===== src/rtl/ram_arb_pkg.sv =====
// Shared types and constants for the two-client block-RAM port arbiter.
package ram_arb_pkg;

   // Number of requesting clients sharing the RAM ports.
   localparam int NUM_CLIENTS = 2;

   // Supported block-RAM read latencies (cycles from port-B enable to data).
   localparam int RD_LAT_MIN = 1;
   localparam int RD_LAT_MAX = 2;

   // Controller state: zero-fill after reset, then normal arbitration.
   typedef enum logic {
      INIT = 1'b0,
      RUN  = 1'b1
   } state_t;

endpackage


===== src/rtl/ram_port_arbiter_rr_arb2.sv =====
// Two-way round-robin arbiter. A lone requester always wins; on a tie the
// client holding the pointer wins. The pointer flips to the other client
// after every grant that the parent commits through upd_i.
module rr_arb2
   import ram_arb_pkg::*;
(
   input  logic                   clk_i,
   input  logic                   rst_i,
   input  logic [NUM_CLIENTS-1:0] req_i,
   input  logic                   upd_i,
   output logic [NUM_CLIENTS-1:0] gnt_o
);

   logic ptr_q;
   logic ptr_d;

   // Grant selection: pass a single request through, break ties with the pointer.
   always_comb begin
      gnt_o = req_i;
      if (req_i == 2'b11) begin
         gnt_o = ptr_q ? 2'b10 : 2'b01;
      end
   end

   // Pointer update: after a committed grant, favour the client that lost.
   always_comb begin
      ptr_d = ptr_q;
      if (upd_i && (gnt_o != 2'b00)) begin
         ptr_d = gnt_o[0];
      end
   end

   // Pointer register, back to client 0 on reset.
   always_ff @(posedge clk_i) begin
      if (rst_i) begin
         ptr_q <= 1'b0;
      end else begin
         ptr_q <= ptr_d;
      end
   end

endmodule


===== src/rtl/ram_port_arbiter.sv =====
// Two-client controller for a simple dual-port block RAM. Zero-fills the RAM
// after reset, then arbitrates the write port and read port independently,
// registers accepted requests onto the RAM ports and routes read data back
// to the issuing client through a tag pipeline matched to the read latency.
//
// Handshake: a request from client i is taken when c_req_valid[i] and
// c_req_ready[i] are both high at a rising clock edge; ready is combinational
// from the request inputs and may drop or rise in any cycle. Responses are a
// one-cycle c_rsp_valid pulse with no backpressure.
module ram_port_arbiter
   import ram_arb_pkg::*;
#(
   parameter int ADDR_W  = 6,
   parameter int DATA_W  = 8,
   parameter int RD_LAT  = 1,
   parameter int INIT_EN = 1
) (
   input  logic                          sys_clk,
   input  logic                          sys_rst,
   input  logic [NUM_CLIENTS-1:0]        c_req_valid,
   input  logic [NUM_CLIENTS-1:0]        c_req_we,
   input  logic [NUM_CLIENTS*ADDR_W-1:0] c_req_addr,
   input  logic [NUM_CLIENTS*DATA_W-1:0] c_req_wdata,
   output logic [NUM_CLIENTS-1:0]        c_req_ready,
   output logic [NUM_CLIENTS-1:0]        c_rsp_valid,
   output logic [DATA_W-1:0]             c_rsp_rdata,
   output logic                          init_done,
   output logic                          ram_wr_en,
   output logic                          ram_wr_we,
   output logic [ADDR_W-1:0]             ram_wr_addr,
   output logic [DATA_W-1:0]             ram_wr_data,
   output logic                          ram_rd_en,
   output logic [ADDR_W-1:0]             ram_rd_addr,
   input  logic [DATA_W-1:0]             ram_rd_data
);

   // Out-of-range latencies are clamped into the supported window.
   localparam int LAT = (RD_LAT < RD_LAT_MIN) ? RD_LAT_MIN :
                        (RD_LAT > RD_LAT_MAX) ? RD_LAT_MAX : RD_LAT;

   localparam logic [ADDR_W-1:0] FILL_ONE  = {{(ADDR_W-1){1'b0}}, 1'b1};
   localparam logic [ADDR_W-1:0] FILL_LAST = {ADDR_W{1'b1}};

   state_t                  state_q, state_d;
   logic [ADDR_W-1:0]       fill_cnt_q, fill_cnt_d;
   logic                    init_done_q;

   logic [NUM_CLIENTS-1:0]  wr_req, rd_req;
   logic [NUM_CLIENTS-1:0]  wr_gnt, rd_gnt;
   logic [NUM_CLIENTS-1:0]  wr_acc, rd_acc;
   logic [ADDR_W-1:0]       wr_win_addr, rd_win_addr;
   logic [DATA_W-1:0]       wr_win_data;
   logic                    run;
   logic                    conflict;

   logic                    ram_wr_en_q, ram_wr_en_d;
   logic [ADDR_W-1:0]       ram_wr_addr_q, ram_wr_addr_d;
   logic [DATA_W-1:0]       ram_wr_data_q, ram_wr_data_d;
   logic                    ram_rd_en_q, ram_rd_en_d;
   logic [ADDR_W-1:0]       ram_rd_addr_q, ram_rd_addr_d;

   // Stage 0 lines up with ram_rd_en; stage LAT lines up with ram_rd_data.
   logic [LAT:0]            tag_vld_q, tag_vld_d;
   logic [LAT:0]            tag_id_q, tag_id_d;

   assign run    = (state_q == RUN);
   assign wr_req = c_req_valid & c_req_we;
   assign rd_req = c_req_valid & ~c_req_we;

   rr_arb2 u_wr_arb (
      .clk_i (sys_clk),
      .rst_i (sys_rst),
      .req_i (wr_req),
      .upd_i (run),
      .gnt_o (wr_gnt)
   );

   rr_arb2 u_rd_arb (
      .clk_i (sys_clk),
      .rst_i (sys_rst),
      .req_i (rd_req),
      .upd_i (run && !conflict),
      .gnt_o (rd_gnt)
   );

   // Winner address/data muxes and the same-address read/write conflict compare.
   always_comb begin
      wr_win_addr = wr_gnt[1] ? c_req_addr[ADDR_W +: ADDR_W]  : c_req_addr[0 +: ADDR_W];
      wr_win_data = wr_gnt[1] ? c_req_wdata[DATA_W +: DATA_W] : c_req_wdata[0 +: DATA_W];
      rd_win_addr = rd_gnt[1] ? c_req_addr[ADDR_W +: ADDR_W]  : c_req_addr[0 +: ADDR_W];
      conflict    = (wr_gnt != 2'b00) && (rd_gnt != 2'b00) && (wr_win_addr == rd_win_addr);
      wr_acc      = run ? wr_gnt : 2'b00;
      rd_acc      = (run && !conflict) ? rd_gnt : 2'b00;
      c_req_ready = wr_acc | rd_acc;
   end

   // Next state: INIT walks the fill counter (or leaves at once when fill is off).
   always_comb begin
      state_d    = state_q;
      fill_cnt_d = fill_cnt_q;
      case (state_q)
         INIT: begin
            if (INIT_EN != 0) begin
               fill_cnt_d = fill_cnt_q + FILL_ONE;
               if (fill_cnt_q == FILL_LAST) begin
                  state_d = RUN;
               end
            end else begin
               state_d = RUN;
            end
         end
         RUN: begin
            state_d = RUN;
         end
         default: begin
            state_d = INIT;
         end
      endcase
   end

   // Next RAM port values: fill writes in INIT, accepted requests in RUN.
   always_comb begin
      ram_wr_en_d   = 1'b0;
      ram_wr_addr_d = ram_wr_addr_q;
      ram_wr_data_d = ram_wr_data_q;
      ram_rd_en_d   = 1'b0;
      ram_rd_addr_d = ram_rd_addr_q;
      if (state_q == INIT) begin
         if (INIT_EN != 0) begin
            ram_wr_en_d   = 1'b1;
            ram_wr_addr_d = fill_cnt_q;
            ram_wr_data_d = '0;
         end
      end else if (wr_acc != 2'b00) begin
         ram_wr_en_d   = 1'b1;
         ram_wr_addr_d = wr_win_addr;
         ram_wr_data_d = wr_win_data;
      end
      if (rd_acc != 2'b00) begin
         ram_rd_en_d   = 1'b1;
         ram_rd_addr_d = rd_win_addr;
      end
   end

   // Tag pipeline: shift the issuing client id along with each read.
   always_comb begin
      tag_vld_d = {tag_vld_q[LAT-1:0], (rd_acc != 2'b00)};
      tag_id_d  = {tag_id_q[LAT-1:0], rd_acc[1]};
   end

   // State, counter, RAM port and tag registers; reset clears all of them.
   always_ff @(posedge sys_clk) begin
      if (sys_rst) begin
         state_q       <= INIT;
         fill_cnt_q    <= '0;
         init_done_q   <= 1'b0;
         ram_wr_en_q   <= 1'b0;
         ram_wr_addr_q <= '0;
         ram_wr_data_q <= '0;
         ram_rd_en_q   <= 1'b0;
         ram_rd_addr_q <= '0;
         tag_vld_q     <= '0;
         tag_id_q      <= '0;
      end else begin
         state_q       <= state_d;
         fill_cnt_q    <= fill_cnt_d;
         init_done_q   <= (state_q == RUN);
         ram_wr_en_q   <= ram_wr_en_d;
         ram_wr_addr_q <= ram_wr_addr_d;
         ram_wr_data_q <= ram_wr_data_d;
         ram_rd_en_q   <= ram_rd_en_d;
         ram_rd_addr_q <= ram_rd_addr_d;
         tag_vld_q     <= tag_vld_d;
         tag_id_q      <= tag_id_d;
      end
   end

   // Response routing: data is qualified by the tag leaving the pipeline.
   always_comb begin
      c_rsp_valid = 2'b00;
      c_rsp_rdata = '0;
      if (tag_vld_q[LAT]) begin
         c_rsp_valid[tag_id_q[LAT]] = 1'b1;
         c_rsp_rdata                = ram_rd_data;
      end
   end

   assign init_done   = init_done_q;
   assign ram_wr_en   = ram_wr_en_q;
   assign ram_wr_we   = ram_wr_en_q;
   assign ram_wr_addr = ram_wr_addr_q;
   assign ram_wr_data = ram_wr_data_q;
   assign ram_rd_en   = ram_rd_en_q;
   assign ram_rd_addr = ram_rd_addr_q;

endmodule

===== config.mk =====
export PLATFORM = sky130hd
export DESIGN_NAME = ram_port_arbiter
export DESIGN_NICKNAME = d
export VERILOG_FILES = /design/src/rtl/ram_arb_pkg.sv /design/src/rtl/ram_port_arbiter_rr_arb2.sv /design/src/rtl/ram_port_arbiter.sv
export SDC_FILE = /design/constraint.sdc
export NUM_CORES = 1
export LEC_CHECK = 0
export CAP_MARGIN = 40
export CORE_MARGIN = 4
export CORE_UTILIZATION = 42
export DETAILED_ROUTE_END_ITERATION = 16
export PLACE_DENSITY = 0.85
export SETUP_SLACK_MARGIN = 0.15
export SLEW_MARGIN = 10
export SYNTH_ARGS = -nofsm -noshare
export SYNTH_HDL_FRONTEND = slang
export SYNTH_SLANG_ARGS = --single-unit

===== constraint.sdc =====
create_clock -name sys_clk -period 2.5 [get_ports sys_clk]
set_clock_uncertainty 0.15 [all_clocks]
set_input_delay 0.25 -clock sys_clk [delete_from_list [all_inputs] [get_ports sys_clk]]
set_output_delay 0.25 -clock sys_clk [all_outputs]
set_load 0.03 [all_outputs]

==> results.yml <==
floorplanning:
  io_pins: 78
  die_y_um: 74.1
  dieWidth_um: 74.1
  num_rows: 23
  core_um2: 4120
  initial_utilization_pct: 44.6
  die_area_um2: 5490
final_layout:
  drive_gt1_share_pct: 12.4
  syn2layout_area_growth_pct: 54.0
  diodes: 0
  final_area_um2: 2820
  final_net_count: 356
  finalNonFillerCells: 364
place:
  dp_cells: 353
  hpwl_um: 3980
  port_buffers: 77
  place.gp.congestion: 0.825
  postPlaceCellArea_um2: 2680
timing:
  rsz0062_at_grt: "no"
  worstMarginPinSlew_ns: 0.537
  tns_ns: 0
  setup_viol: 0
  hold_viol: 0
  relSlewSlack_pct: 64.2
  timing.hold.ws_ns: 0.247
  period_needed_ns: 2.29
  fmax_mhz: 437
  drv_slew: 0
  fin_crit_sh_pct: 91.6
routing:
  wl_per_cell_um: 14.7
  totalWireLength_um: 5350
  drt_first_iter_violations: 56
  antenna_left: 0
  vias: 1936
  drc: 0
  drt_pass1_iterations: 4
  viasPerCell: 5.32
pwr:
  leakage_nw: 1.11
  seqPwrFrac_pct: 43.8
  clockPowerShare_pct: 39.7
  switchingPower_w: 0.000334
  total_power_w: 0.00130
  internal-power_w: 0.000969
  p_comb_share_pct: 16.4
  switching_share_pct: 25.6
  vdd.ir_drop.worst_mv: 0.357
  powerDensity_nw_per_um2: 461
worst_setup_path:
  ff2ff_setup_slack_ns: 0.55
  start_kind: "input port"
  r2r_end: "ram_rd_addr[2]"
  rr_worst_depth: 5
  path_class: "input port to primary output"
  cp_data_required_time_ns: 2.10
  worst_setup_path_end_kind: "primary output"
  cp_max_fo: 3
  cp.arrival_ns: 1.89
  reg2reg_from: "u_rd_arb.ptr_q"
synth:
  syn_avg_cell_area_um2: 8.01
  synthDistinctLibCells: 41
  synth.largest_area_cell: "dfxtp_1"
  yosysWarningCount: 0
  synth_area_um2: 1830
  synth.top_cell.area_share_pct: 38.2
  synth_common_cells: "52 x nand2_1, 35 x dfxtp_1, 22 x nor2_1"
  synth_cells: 229
  synth-seq-cells: 35
  synth_area_leaders: "dfxtp_1 38%, nand2_1 11%, nor2_1 4.5%"
  synth_ff_type: "dfxtp_1"
  synth_edf_count: 0
  yosysSeqAreaShare_pct: 38.2
  async_reset_ff_share_pct: 0
  synth.most_common_cell: "nand2_1"
  syn-num-nets: 272
status:
  status: "finished clean"
global_route:
  grt_pass1_wl_um: 8680
  grt_antenna_before_repair: 0
  grt_max_degree: 18
  grt_usage_pct: 20.4
  grt.overflow.total: 0
  grt_pass1_vias: 1899
worst_hold_path:
  min_to: "u_wr_arb.ptr_q"
  hold_class: "input port to register"
  worstHoldStart: "c_req_we[0]"
  holdPathStages: 3
clock_network:
  insertion_delay_ns: 0.30
  numCtsBuffers: 5
  clock-sinks: 35
  htreeDepth: 2
  cts.path.max_buffers: 2
  cts.clk_slew.worst_paths_ns: 0.07
  cts_tree: "built"
  cts_root_buf: "clkbuf_8"
job:
  maxCapViolCount: 0
flip-flops by register name, indices dropped and copies added (netlist names):
signal / cells
run: 1
fill_cnt_q: 6
init_done: 1
tag_vld_q: 2
tag_id_q: 2
ram_wr_en: 1
u_wr_arb.ptr_q: 1
ram_wr_addr: 6
ram_rd_addr: 6
ram_wr_data: 8
u_rd_arb.ptr_q: 1
layout by cell type (no fill, tap or decap), types with 2 or more instances in the layout:
| cell type | n |
|---|---|
| a21oi_1 | 15 |
| a311o_1 | 5 |
| a311oi_1 | 9 |
| a31oi_1 | 2 |
| and2_1 | 9 |
| buf_4 | 15 |
| clkbuf_8 | 5 |
| clkdlybuf4s50_1 | 66 |
| dfxtp_1 | 35 |
| dlygate4sd2_1 | 6 |
| dlymetal6s2s_1 | 3 |
| inv_1 | 3 |
| mux2_2 | 6 |
| nand2_1 | 52 |
| nand2b_1 | 5 |
| nand3_1 | 5 |
| nor2_1 | 22 |
| nor2b_1 | 12 |
| nor3_1 | 3 |
| o21a_1 | 2 |
| o21ai_2 | 2 |
| xnor2_1 | 6 |
| xor2_1 | 3 |
what timing repair did:
| action | 4_1_cts | 5_1_grt |
|---|---|---|
| pin swaps | 5 | 3 |
| buffers inserted | 3 | 0 |
| hold endpoints to repair | 0 | 0 |
| hold buffers | 0 | 0 |
| resized for setup | 8 | 3 |
| endpoints found under the setup margin | 2 | 6 |
per-layer routing:
layer,vias to the layer above,wire [um],global-route usage [%],share of wire (%)
met5,-,0,0,0
met4,0,77,8.25,1.4
met3,6,658,6.62,12
met2,94,2460,33.4,46
met1,888,2150,24.8,40
li1,948,-,-,-
critical path, stage by stage:
cell and delay, ns:
clkdlybuf4s50_1 0.54, xnor2_1 0.14, nand2_1 0.14, o31ai_4 0.28
a32oi_1 0.13, o2111a_1 0.24, buf_4 0.16
kinds of logic after synthesis:
kind of cell,synth area share (%)
flops,38.2
simple gates,29.4
fa+ha+maj,0.682
mux,4.23
xor+xnor,4.30
buf+inv,3.89
compound gates,19.3
power groups by stage:
| stage | Combinational, W | Clock, W | Sequential (W) |
|---|---|---|---|
| finish | 0.000214 | 0.000518 | 0.000571 |
| global route | 0.000235 | 0.000553 | 0.000572 |
| CTS | 0.000213 | 0.000530 | 0.000571 |
| detailed placement | 0.000210 | 0 | 0.000584 |
| global placement | 0.000207 | 0 | 0.000584 |
| floorplan | 0.0000948 | 0 | 0.000590 |
worst max-delay path by stage:
stage,slack [ns],end,start
3_3_place_gp,-0.01,c_req_ready[0],c_req_addr[5]
2_1_floorplan,0.61,c_req_ready[0],c_req_we[0]
4_1_cts,0.15,c_req_ready[0],c_req_addr[3]
6_report,0.21,c_req_ready[0],c_req_addr[0]
3_5_place_dp,-0.04,c_req_ready[0],c_req_addr[5]
5_1_grt,0.16,c_req_ready[0],c_req_addr[0]
area by class of cell:
| type | count | area [um2] |
|---|---|---|
| clock buffer | 5 | 68.8 |
| clock inverter | 3 | 43.8 |
| fill | 353 | 1290 |
| inverter | 3 | 11.3 |
| multi-input combinational | 178 | 1070 |
| sequential | 35 | 701 |
| tap | 50 | 62.6 |
| timing repair buffer | 90 | 863 |
through the flow:
step           worst slack (ns)  util (%)
2_1_floorplan             0.611         -
3_3_place_gp            -0.0113      65.1
3_5_place_dp            -0.0385      65.1
4_1_cts                   0.154      68.4
5_1_grt                   0.164      68.6
6_report                  0.211      68.6
No activity file was read; power rests on OpenSTA's default activity.
